$ cat config.mk
export PLATFORM = sky130hd
export DESIGN_NAME = keypad_scanner_flat
export DESIGN_NICKNAME = d
export VERILOG_FILES = /design/src/rtl/keypad_scanner_if.sv /design/src/rtl/keypad_scanner.sv /design/src/flat_wrapper.sv
export SDC_FILE = /design/constraint.sdc
export NUM_CORES = 1
export LEC_CHECK = 0
export ABC_AREA = 0
export CAP_MARGIN = 30
export CORE_UTILIZATION = 45
export CTS_CLUSTER_DIAMETER = 120
export DETAILED_ROUTE_END_ITERATION = 7
export PLACE_DENSITY = 0.74
export SYNTH_ARGS = -nofsm -noshare
export SYNTH_HDL_FRONTEND = slang
export SYNTH_SLANG_ARGS = --single-unit
$ cat constraint.sdc
create_clock -name clk -period 5.9 [get_ports clk]
set_clock_uncertainty 0.1 [all_clocks]
set_input_delay 1.18 -clock clk [delete_from_list [all_inputs] [get_ports clk]]
set_output_delay 1.18 -clock clk [all_outputs]
set_load 0.01 [all_outputs]
$ cat src/rtl/keypad_scanner_if.sv
// keypad_scanner_if: signals between the keypad scanner, the keypad matrix
// and the lock FSM that consumes key codes.
//   master : the scanner (drives columns and key reports, reads rows)
//   slave  : keypad/consumer side (drives rows, reads columns and reports)
`timescale 1ns/1ps

interface keypad_scanner_if;
  logic [3:0] row;        // active-low row lines from the matrix
  logic [3:0] col;        // active-low column drive, one bit low at a time
  logic [3:0] key;        // {row_idx, col_idx} of the last accepted key
  logic       key_valid;  // one-cycle strobe when key is (re)reported
  logic       key_held;   // high while the accepted key is still down

  modport master (
    input  row,
    output col, key, key_valid, key_held
  );

  modport slave (
    output row,
    input  col, key, key_valid, key_held
  );
endinterface

$ cat src/rtl/keypad_scanner.sv
// keypad_scanner: 4x4 matrix keypad scanner with debounce.
// Drives one active-low column at a time, samples the rows once per column
// period, debounces presses and releases, and reports each accepted key as
// a 4-bit {row, col} code with a one-cycle key_valid strobe.
// Optional feature macro: KEYPAD_REPEAT_EN -- when defined, a held key
// re-strobes key_valid every REPEAT_CNT sample ticks.
`timescale 1ns/1ps

module keypad_scanner #(
  parameter int SCAN_DIV     = 4,  // clk cycles per column, >= 4
  parameter int DEBOUNCE_CNT = 3,  // matching samples to accept press/release
  parameter int REPEAT_CNT   = 8   // ticks between auto-repeat strobes
) (
  input  logic              clk,
  input  logic              rst,
  keypad_scanner_if.master  kp
);

  localparam int CNT_MAX = (DEBOUNCE_CNT > REPEAT_CNT) ? DEBOUNCE_CNT : REPEAT_CNT;
  localparam int CW      = $clog2(CNT_MAX + 1);
  localparam int DW      = $clog2(SCAN_DIV);

  localparam logic [CW-1:0] DEB_TGT  = CW'(DEBOUNCE_CNT);
  localparam logic [DW-1:0] DIV_LAST = DW'(SCAN_DIV - 1);
`ifdef KEYPAD_REPEAT_EN
  localparam logic [CW-1:0] REP_TGT  = CW'(REPEAT_CNT);
`endif

  typedef enum logic [1:0] {SCAN, DEBOUNCE, PRESSED, RELEASE} state_t;

  state_t          state_q, state_d;
  logic [3:0]      row_q1, row_s;
  logic [DW-1:0]   div_q;
  logic            tick;
  logic [1:0]      col_idx_q, col_idx_d;
  logic [1:0]      cand_row_q, cand_row_d;
  logic [1:0]      cand_col_q, cand_col_d;
  logic [CW-1:0]   cnt_q, cnt_d, cnt_inc;
  logic [3:0]      key_q, key_d;
  logic            key_valid_q, key_valid_d;
  logic            key_held_q, key_held_d;
  logic [1:0]      row_idx;
  logic            sample_valid;
  logic            sample_idle;
`ifdef KEYPAD_REPEAT_EN
  logic [CW-1:0]   rep_q, rep_d, rep_inc;
`endif

  // Saturating increment shared by the debounce and repeat counters.
  function automatic logic [CW-1:0] sat_inc(input logic [CW-1:0] v);
    return (v == '1) ? v : v + CW'(1);
  endfunction

  assign tick    = (div_q == DIV_LAST);
  assign cnt_inc = sat_inc(cnt_q);
`ifdef KEYPAD_REPEAT_EN
  assign rep_inc = sat_inc(rep_q);
`endif

  // Two-flop row synchroniser and column-period divider.
  // NOTE: clocked state uses non-blocking assignments so every flop samples
  // the pre-edge values, independent of statement order.
  always_ff @(posedge clk) begin
    if (rst) begin
      row_q1 <= 4'hF;
      row_s  <= 4'hF;
      div_q  <= '0;
    end else begin
      row_q1 <= kp.row;
      row_s  <= row_q1;
      div_q  <= tick ? '0 : div_q + DW'(1);
    end
  end

  // Classify the synchronised rows: exactly one low is a valid press.
  always_comb begin
    row_idx      = 2'd0;
    sample_valid = 1'b0;
    case (row_s)
      4'b1110: begin row_idx = 2'd0; sample_valid = 1'b1; end
      4'b1101: begin row_idx = 2'd1; sample_valid = 1'b1; end
      4'b1011: begin row_idx = 2'd2; sample_valid = 1'b1; end
      4'b0111: begin row_idx = 2'd3; sample_valid = 1'b1; end
      default: begin row_idx = 2'd0; sample_valid = 1'b0; end
    endcase
  end

  assign sample_idle = &row_s;

  // FSM state, column pointer, debounce counters and key report registers.
  always_ff @(posedge clk) begin
    if (rst) begin
      state_q     <= SCAN;
      col_idx_q   <= 2'd0;
      cand_row_q  <= 2'd0;
      cand_col_q  <= 2'd0;
      cnt_q       <= '0;
      key_q       <= 4'h0;
      key_valid_q <= 1'b0;
      key_held_q  <= 1'b0;
`ifdef KEYPAD_REPEAT_EN
      rep_q       <= '0;
`endif
    end else begin
      state_q     <= state_d;
      col_idx_q   <= col_idx_d;
      cand_row_q  <= cand_row_d;
      cand_col_q  <= cand_col_d;
      cnt_q       <= cnt_d;
      key_q       <= key_d;
      key_valid_q <= key_valid_d;
      key_held_q  <= key_held_d;
`ifdef KEYPAD_REPEAT_EN
      rep_q       <= rep_d;
`endif
    end
  end

  // Next-state and datapath decisions; everything only moves on a tick.
  always_comb begin
    // NOTE: every signal gets a default before any branch, so no path can
    // leave one unassigned and infer a latch.
    state_d     = state_q;
    col_idx_d   = col_idx_q;
    cand_row_d  = cand_row_q;
    cand_col_d  = cand_col_q;
    cnt_d       = cnt_q;
    key_d       = key_q;
    key_valid_d = 1'b0;
    key_held_d  = key_held_q;
`ifdef KEYPAD_REPEAT_EN
    rep_d       = rep_q;
`endif

    if (tick) begin
      case (state_q)
        SCAN: begin
          if (sample_valid) begin
            cand_row_d = row_idx;
            cand_col_d = col_idx_q;
            cnt_d      = CW'(1);
            if (DEBOUNCE_CNT == 1) begin
              state_d     = PRESSED;
              key_d       = {row_idx, col_idx_q};
              key_valid_d = 1'b1;
              key_held_d  = 1'b1;
`ifdef KEYPAD_REPEAT_EN
              rep_d       = '0;
`endif
            end else begin
              state_d = DEBOUNCE;
            end
          end else begin
            col_idx_d = col_idx_q + 2'd1;
          end
        end

        DEBOUNCE: begin
          if (sample_valid && (row_idx == cand_row_q)) begin
            cnt_d = cnt_inc;
            if (cnt_inc >= DEB_TGT) begin
              state_d     = PRESSED;
              cnt_d       = '0;
              key_d       = {cand_row_q, cand_col_q};
              key_valid_d = 1'b1;
              key_held_d  = 1'b1;
`ifdef KEYPAD_REPEAT_EN
              rep_d       = '0;
`endif
            end
          end else begin
            state_d   = SCAN;
            cnt_d     = '0;
            col_idx_d = col_idx_q + 2'd1;
          end
        end

        PRESSED: begin
          if (sample_idle) begin
            if (DEBOUNCE_CNT == 1) begin
              state_d    = SCAN;
              cnt_d      = '0;
              key_held_d = 1'b0;
              col_idx_d  = col_idx_q + 2'd1;
            end else begin
              state_d = RELEASE;
              cnt_d   = CW'(1);
            end
          end else begin
`ifdef KEYPAD_REPEAT_EN
            // Still held: count ticks and re-strobe the same key.
            if (rep_inc >= REP_TGT) begin
              key_valid_d = 1'b1;
              rep_d       = '0;
            end else begin
              rep_d = rep_inc;
            end
`endif
          end
        end

        RELEASE: begin
          if (sample_idle) begin
            cnt_d = cnt_inc;
            if (cnt_inc >= DEB_TGT) begin
              state_d    = SCAN;
              cnt_d      = '0;
              key_held_d = 1'b0;
              col_idx_d  = col_idx_q + 2'd1;
            end
          end else begin
            // Release bounce: key is still down, no new strobe.
            state_d = PRESSED;
            cnt_d   = '0;
`ifdef KEYPAD_REPEAT_EN
            rep_d   = '0;
`endif
          end
        end

        default: state_d = SCAN;
      endcase
    end
  end

  assign kp.col       = ~(4'b0001 << col_idx_q);
  assign kp.key       = key_q;
  assign kp.key_valid = key_valid_q;
  assign kp.key_held  = key_held_q;

endmodule

$ cat src/flat_wrapper.sv
// flat-port wrapper written by rule: the top's interface ports become plain ports
module keypad_scanner_flat 
#(
  parameter int SCAN_DIV     = 4,                                
  parameter int DEBOUNCE_CNT = 3,                                             
  parameter int REPEAT_CNT   = 8                                       
)
  (clk, rst, kp_row, kp_col, kp_key, kp_key_valid, kp_key_held);
  keypad_scanner_if kp_i ();
  input  logic clk;
  input  logic rst;
  input wire logic [$bits(kp_i.row)-1:0] kp_row;
  output wire logic [$bits(kp_i.col)-1:0] kp_col;
  output wire logic [$bits(kp_i.key)-1:0] kp_key;
  output wire logic [$bits(kp_i.key_valid)-1:0] kp_key_valid;
  output wire logic [$bits(kp_i.key_held)-1:0] kp_key_held;
  assign kp_i.row = kp_row;
  assign kp_col = kp_i.col;
  assign kp_key = kp_i.key;
  assign kp_key_valid = kp_i.key_valid;
  assign kp_key_held = kp_i.key_held;
  keypad_scanner #(.SCAN_DIV(SCAN_DIV), .DEBOUNCE_CNT(DEBOUNCE_CNT), .REPEAT_CNT(REPEAT_CNT)) u_core (.clk(clk), .rst(rst), .kp(kp_i));
endmodule
Word-level counts from Yosys, hierarchy flattened
Cells that the tools add are included.
{"block": "totals", "wordCells": 81, "output_inout_bits": 10, "input_bits": 6, "ff_bits": 28}
{"block": "classes", "eq_ne": 20, "reduce_logical": 14, "bitwise": 4, "mux": 27, "magnitude_cmp": 1, "addsub": 3, "n_shift": 1}
{"cell": "2-to-1 mux 4 bit", "n": 6}
{"cell": "2-to-1 mux 2 bit", "n": 10}
{"cell": "equality test 4 bit (second input constant)", "n": 4}
{"cell": "one-hot mux 4 bit (4 select lines)", "n": 1}
{"cell": "!= test 2 x 1 -> 1 bit (second input constant)", "n": 6}
{"cell": "one-hot mux 2 bit (3 select lines)", "n": 2}
{"cell": "AND reduction 6 bit", "n": 2}
{"cell": "one-hot mux 2 bit (4 select lines)", "n": 1}
{"cell": "AND reduction 4 bit", "n": 2}
{"cell": "OR reduction 4 bit", "n": 2}
{"cell": "equality test 2 bit (second input constant)", "n": 3}
{"cell": "2-to-1 mux 1 bit", "n": 6}
{"cell": "!= test 3 bit (second input constant)", "n": 2}
{"cell": "AND reduction 3 bit", "n": 2}
{"cell": "AND reduction 5 bit", "n": 1}
{"cell": "adder 2 x 1 -> 2 bit (second input constant)", "n": 2}
{"cell": "adder 4 x 1 -> 4 bit (second input constant)", "n": 1}
{"cell": "equality test 4 x 3 -> 1 bit (second input constant)", "n": 1}
{"cell": ">= comparator 4 x 2 -> 1 bit (second input constant)", "n": 1}
{"cell": "!= test 2 bit (second input constant)", "n": 2}
{"cell": "NOT 4 bit", "n": 1}
{"cell": "<< shifter 1 x 2 -> 4 bit (first input constant)", "n": 1}
{"cell": "NOT 1 bit", "n": 3}
{"cell": "nonzero test 3 bit", "n": 1}
{"cell": "7 further kinds", "n": 7}

Depth between registers and ports, before layout
{"block": "depth", "word_depth": 6, "ltp_mapped": 6, "depth_no_buf": 6}

Least setup slack after synthesis
No wires, ideal clock.
{"block": "synth_timing", "kind": "reg-to-output", "from": "register u_core.col_idx_q[0]", "to": "output kp_col[0]", "slack_ns": 3.907, "required_time_ns": 4.620, "arrival_time_ns": 0.713, "path_stages_with_launch": 4, "path_buffers": 0, "path_cell_list": "dfxtp_1 > inv_1 > ha_1 > inv_1"}
{"block": "synth_between", "elab_chain_cells": 2}
{"element": "from (decl)", "line": "keypad_scanner.sv:35", "rtl": "logic [1:0] col_idx_q, col_idx_d;"}
{"element": "from (signal assigned)", "line": "keypad_scanner.sv:106", "rtl": "col_idx_q <= col_idx_d;"}
{"element": "<< shifter 1 x 2 -> 4 bit", "line": "keypad_scanner.sv:226", "rtl": "assign kp.col = ~(4'b0001 << col_idx_q);"}
{"element": "NOT 4 bit", "line": "keypad_scanner.sv:226"}
{"element": "to (decl)", "line": "flat_wrapper.sv:13", "rtl": "output wire logic [$bits(kp_i.col)-1:0] kp_col;"}
Every way passes these cells.

Worst setup path after layout
{"block": "layout_timing", "from": "register u_core.col_idx_q[0]", "to": "output kp_col[2]"}
The elaborated chain is that of the path after synthesis.

==> run summary <==
Number of buffers created by CTS = 3
Pwr dens = 230.8 nW/um^2
Drt initial violations = 25
Top cell type's share of synthesized area = 41.10%
Count leader, synth = dfxtp_1
Final setup fails = 0
Status = complete, no violations
Post-DRT Antenna Nets = 0
Crit path top cell by count = inv_1
Leak = 0.0006304 uW
Clock power frac = 34.8%
Initial Utilization = 48.62%
IO Pins = 16
Clock transition at path regs = 0.15 ns
Max Slew Vio Count = 0
Worst path slowest cell = clkdlybuf4s50_1
Max cap viols = 0
Initial antenna violation count = 0
Cells on worst reg2reg path = 5
Total grt overflow = 0
Register area = 560.5 um^2
Max Buffers Root-to-Sink = 2
Syn Area/Cell = 9.537 um^2
Worst Setup End Kind = output pin
Final nets = 168
Area leader, netlist = dfxtp_1
NetSw = 76.75 uW
Clk sinks = 28
Tightest Pin Transition = 0.8055 ns
Top sig layer = met4
Met3 wire len = 85 um
RD Place Congestion = 0.8173
Final Hold Fails = 0
Largest net degree at the start of global routing = 27
Hold crit path type = register to register
ANT cells = 0
FMAX = 341.4 MHz
Worst path cell trace = inv_1, ha_1, inv_1, clkdlybuf4s50_1
Skew-Pair Late Insertion Delay = 0.32 ns
P_int = 279.4 uW
Distinct cell type count after synthesis = 46
Hold Path Depth = 1
Yosys warns = 0
Synthesized area = 1364 um^2
Unrepaired setup endpoints after global routing = no
Remaining DRCs = 0
Syn nets = 155
Main area contributors after synthesis = dfxtp_1 (41%), ha_1 (5.5%), a21oi_1 (4.0%)
Die H = 57.05 um
Logic pwr share = 9.2%
Post-cts sizing count = 0
Worst EP required = 4.62 ns
Top post-synthesis cells by count = dfxtp_1 (28), a21oi_1 (11), inv_1 (10), nand2_1 (9), or2_2 (8)
Cts hold-fix bufs = 0
CTS tree = built
Kind of critical path = register to output pin
Post-synthesis sequential area ratio = 41.10%
Reg2Reg Setup Slack = 3.78 ns
Sequential share of power = 56.0%
Minimum clock period = 2.930 ns
M1 WL = 1.231 mm
Worst hold slack = 0.3266 ns
Util after Layout = 55.00%
Period utilization = 49.65%
H-tree levels = 1
Total length of routed met2 wires = 1.254 mm
Via/cell ratio = 5.651
Crit path max fanout = 5
Number of I/O port buffers = 15
Post-synth EDFFs = 0
Register bit total from synthesis = 28
Fillers = 255
Setup_tns = 0 ns
RR Endpoint = u_core.col_idx_q[0]
First-pass GRT wire length = 4.512 mm
Vias after detailed routing = 1051
CP max stage delay = 0.52 ns
Worst VDD drop = 175.7 uV
Relative slew margins = 46.13%
Share of post-route cells with drive strength above 1 = 14.19%
Die width = 57.05 um
All-Layer GR Usage = 17.49%
Critical Path AT = 1.65 ns
Mapped Cells = 143
Post-CTS Repair Setup Buffers = 0
Sw Share = 21.55%
RR Startpoint = u_core.row_s[1]
CORE AREA = 2805 um^2
Drt pass-1 iters = 4
Vias in the first global route = 1015
Asr flop ratio synth = 0%
Layout area overhead = 13.12%
Row Count = 19
Hold worst-path end = u_core.row_s[1]
Main synth FF type = dfxtp_1
Root Driver = clkbuf_4
DR WL/cell = 13.99 um
Hold Path Origin = u_core.row_q1[1]
Area of the multi-input gates = 703.2 um^2
Die ar. = 3255 um^2
DP HPWL = 1.922 mm
Post-Route WL = 2.602 mm
Crit start category = register
## how the worst max path moves through the flow
stage | start | endpoint | slack, ns | cells past startpoint
after floorplan | u_core.col_idx_q[0] | kp_col[0] | 3.91 | 3
after global placement | rst | u_core.state_q[0] | 3.09 | 4
after detailed placement | rst | u_core.state_q[0] | 3.02 | 4
after CTS | u_core.col_idx_q[0] | kp_col[2] | 2.95 | 4
after global routing | u_core.col_idx_q[0] | kp_col[2] | 2.85 | 4
final | u_core.col_idx_q[0] | kp_col[2] | 2.97 | 4
## cell type report
cell class	instances	share of cell area (%)
clock buffer	3	1.460
clock inverter	1	1.946
inverter	10	2.433
multi-input combinational	98	45.58
sequential	28	36.33
tap	31	2.514
timing repair buffer	15	9.732
## state kept, by name (all words and copies together) (netlist names)
name / flops
u_core.row_s: 4
u_core.kp.key_held: 1
u_core.cand_row_q: 2
u_core.col_idx_q: 2
u_core.state_q: 2
u_core.div_q: 2
u_core.kp.key_valid: 1
u_core.kp.key: 4
u_core.cand_col_q: 2
u_core.row_q1: 4
u_core.cnt_q: 4
## per-layer routing
metal	GRT usage [%]	up-vias
met3	2.494	4
met5	0	-
met2	30.42	24
met1	21.97	498
li1	-	525
met4	6.620	0
## power by group through the flow
stage | Combinational [uW] | Clock [uW] | Sequential (uW)
after floorplan | 26.8 | 0 | 201
after global placement | 31.4 | 0 | 203
after detailed placement | 32.5 | 0 | 203
after CTS | 32.7 | 124 | 199
after global routing | 36.2 | 131 | 200
final | 32.7 | 124 | 199
## cell usage in the layout, fill, tap and decap left out, types with 2 or more instances in the layout
cell             Yosys  routed
and2_1               2       2
o21a_1               2       2
or3_1                2       2
o21ai_0              6       6
inv_1               10      10
xnor2_1              3       3
or2_2                8       8
a21oi_1             11      11
and3_2               2       2
nor2_1               5       5
clkdlybuf4s50_1      0      15
nor3b_1              2       2
a311oi_1             2       2
nand3_1              7       7
mux2i_1              3       3
clkbuf_4             0       3
dfxtp_1             28      28
ha_1                 6       6
nor3_1               3       3
nor2b_1              3       3
nand2_1              9       9
## worst max-delay path, delay by kind of cell (launching register included)
family | cells | cell delay (ns)
fa+ha+maj | 1 | 0.21
flops | 1 | 0.44
buf+inv | 3 | 0.67
## kinds of logic after synthesis
kind of cell | synth area share (%)
buffers and inverters | 7.339
flip-flops | 41.10
adder cells (fa/ha/maj) | 5.504
XOR/XNOR | 1.927
AO/OA/AOI/OAI | 20.55
multiplexers | 3.303
AND/OR/NAND/NOR | 20.27
## per-stage QoR
stage          power, uW  instance area [um^2]  std cells  setup WS (ns)
2_1_floorplan      227.8                  1364        143          3.907
3_3_place_gp       234.4                  1490        182          3.085
3_5_place_dp       235.9                  1490        182          3.019
4_1_cts            356.5                  1543        186          2.949
5_1_grt            367.4                  1543        186          2.852
6_report           356.1                  1543        186          2.970
(Power assumes the default switching activity.)
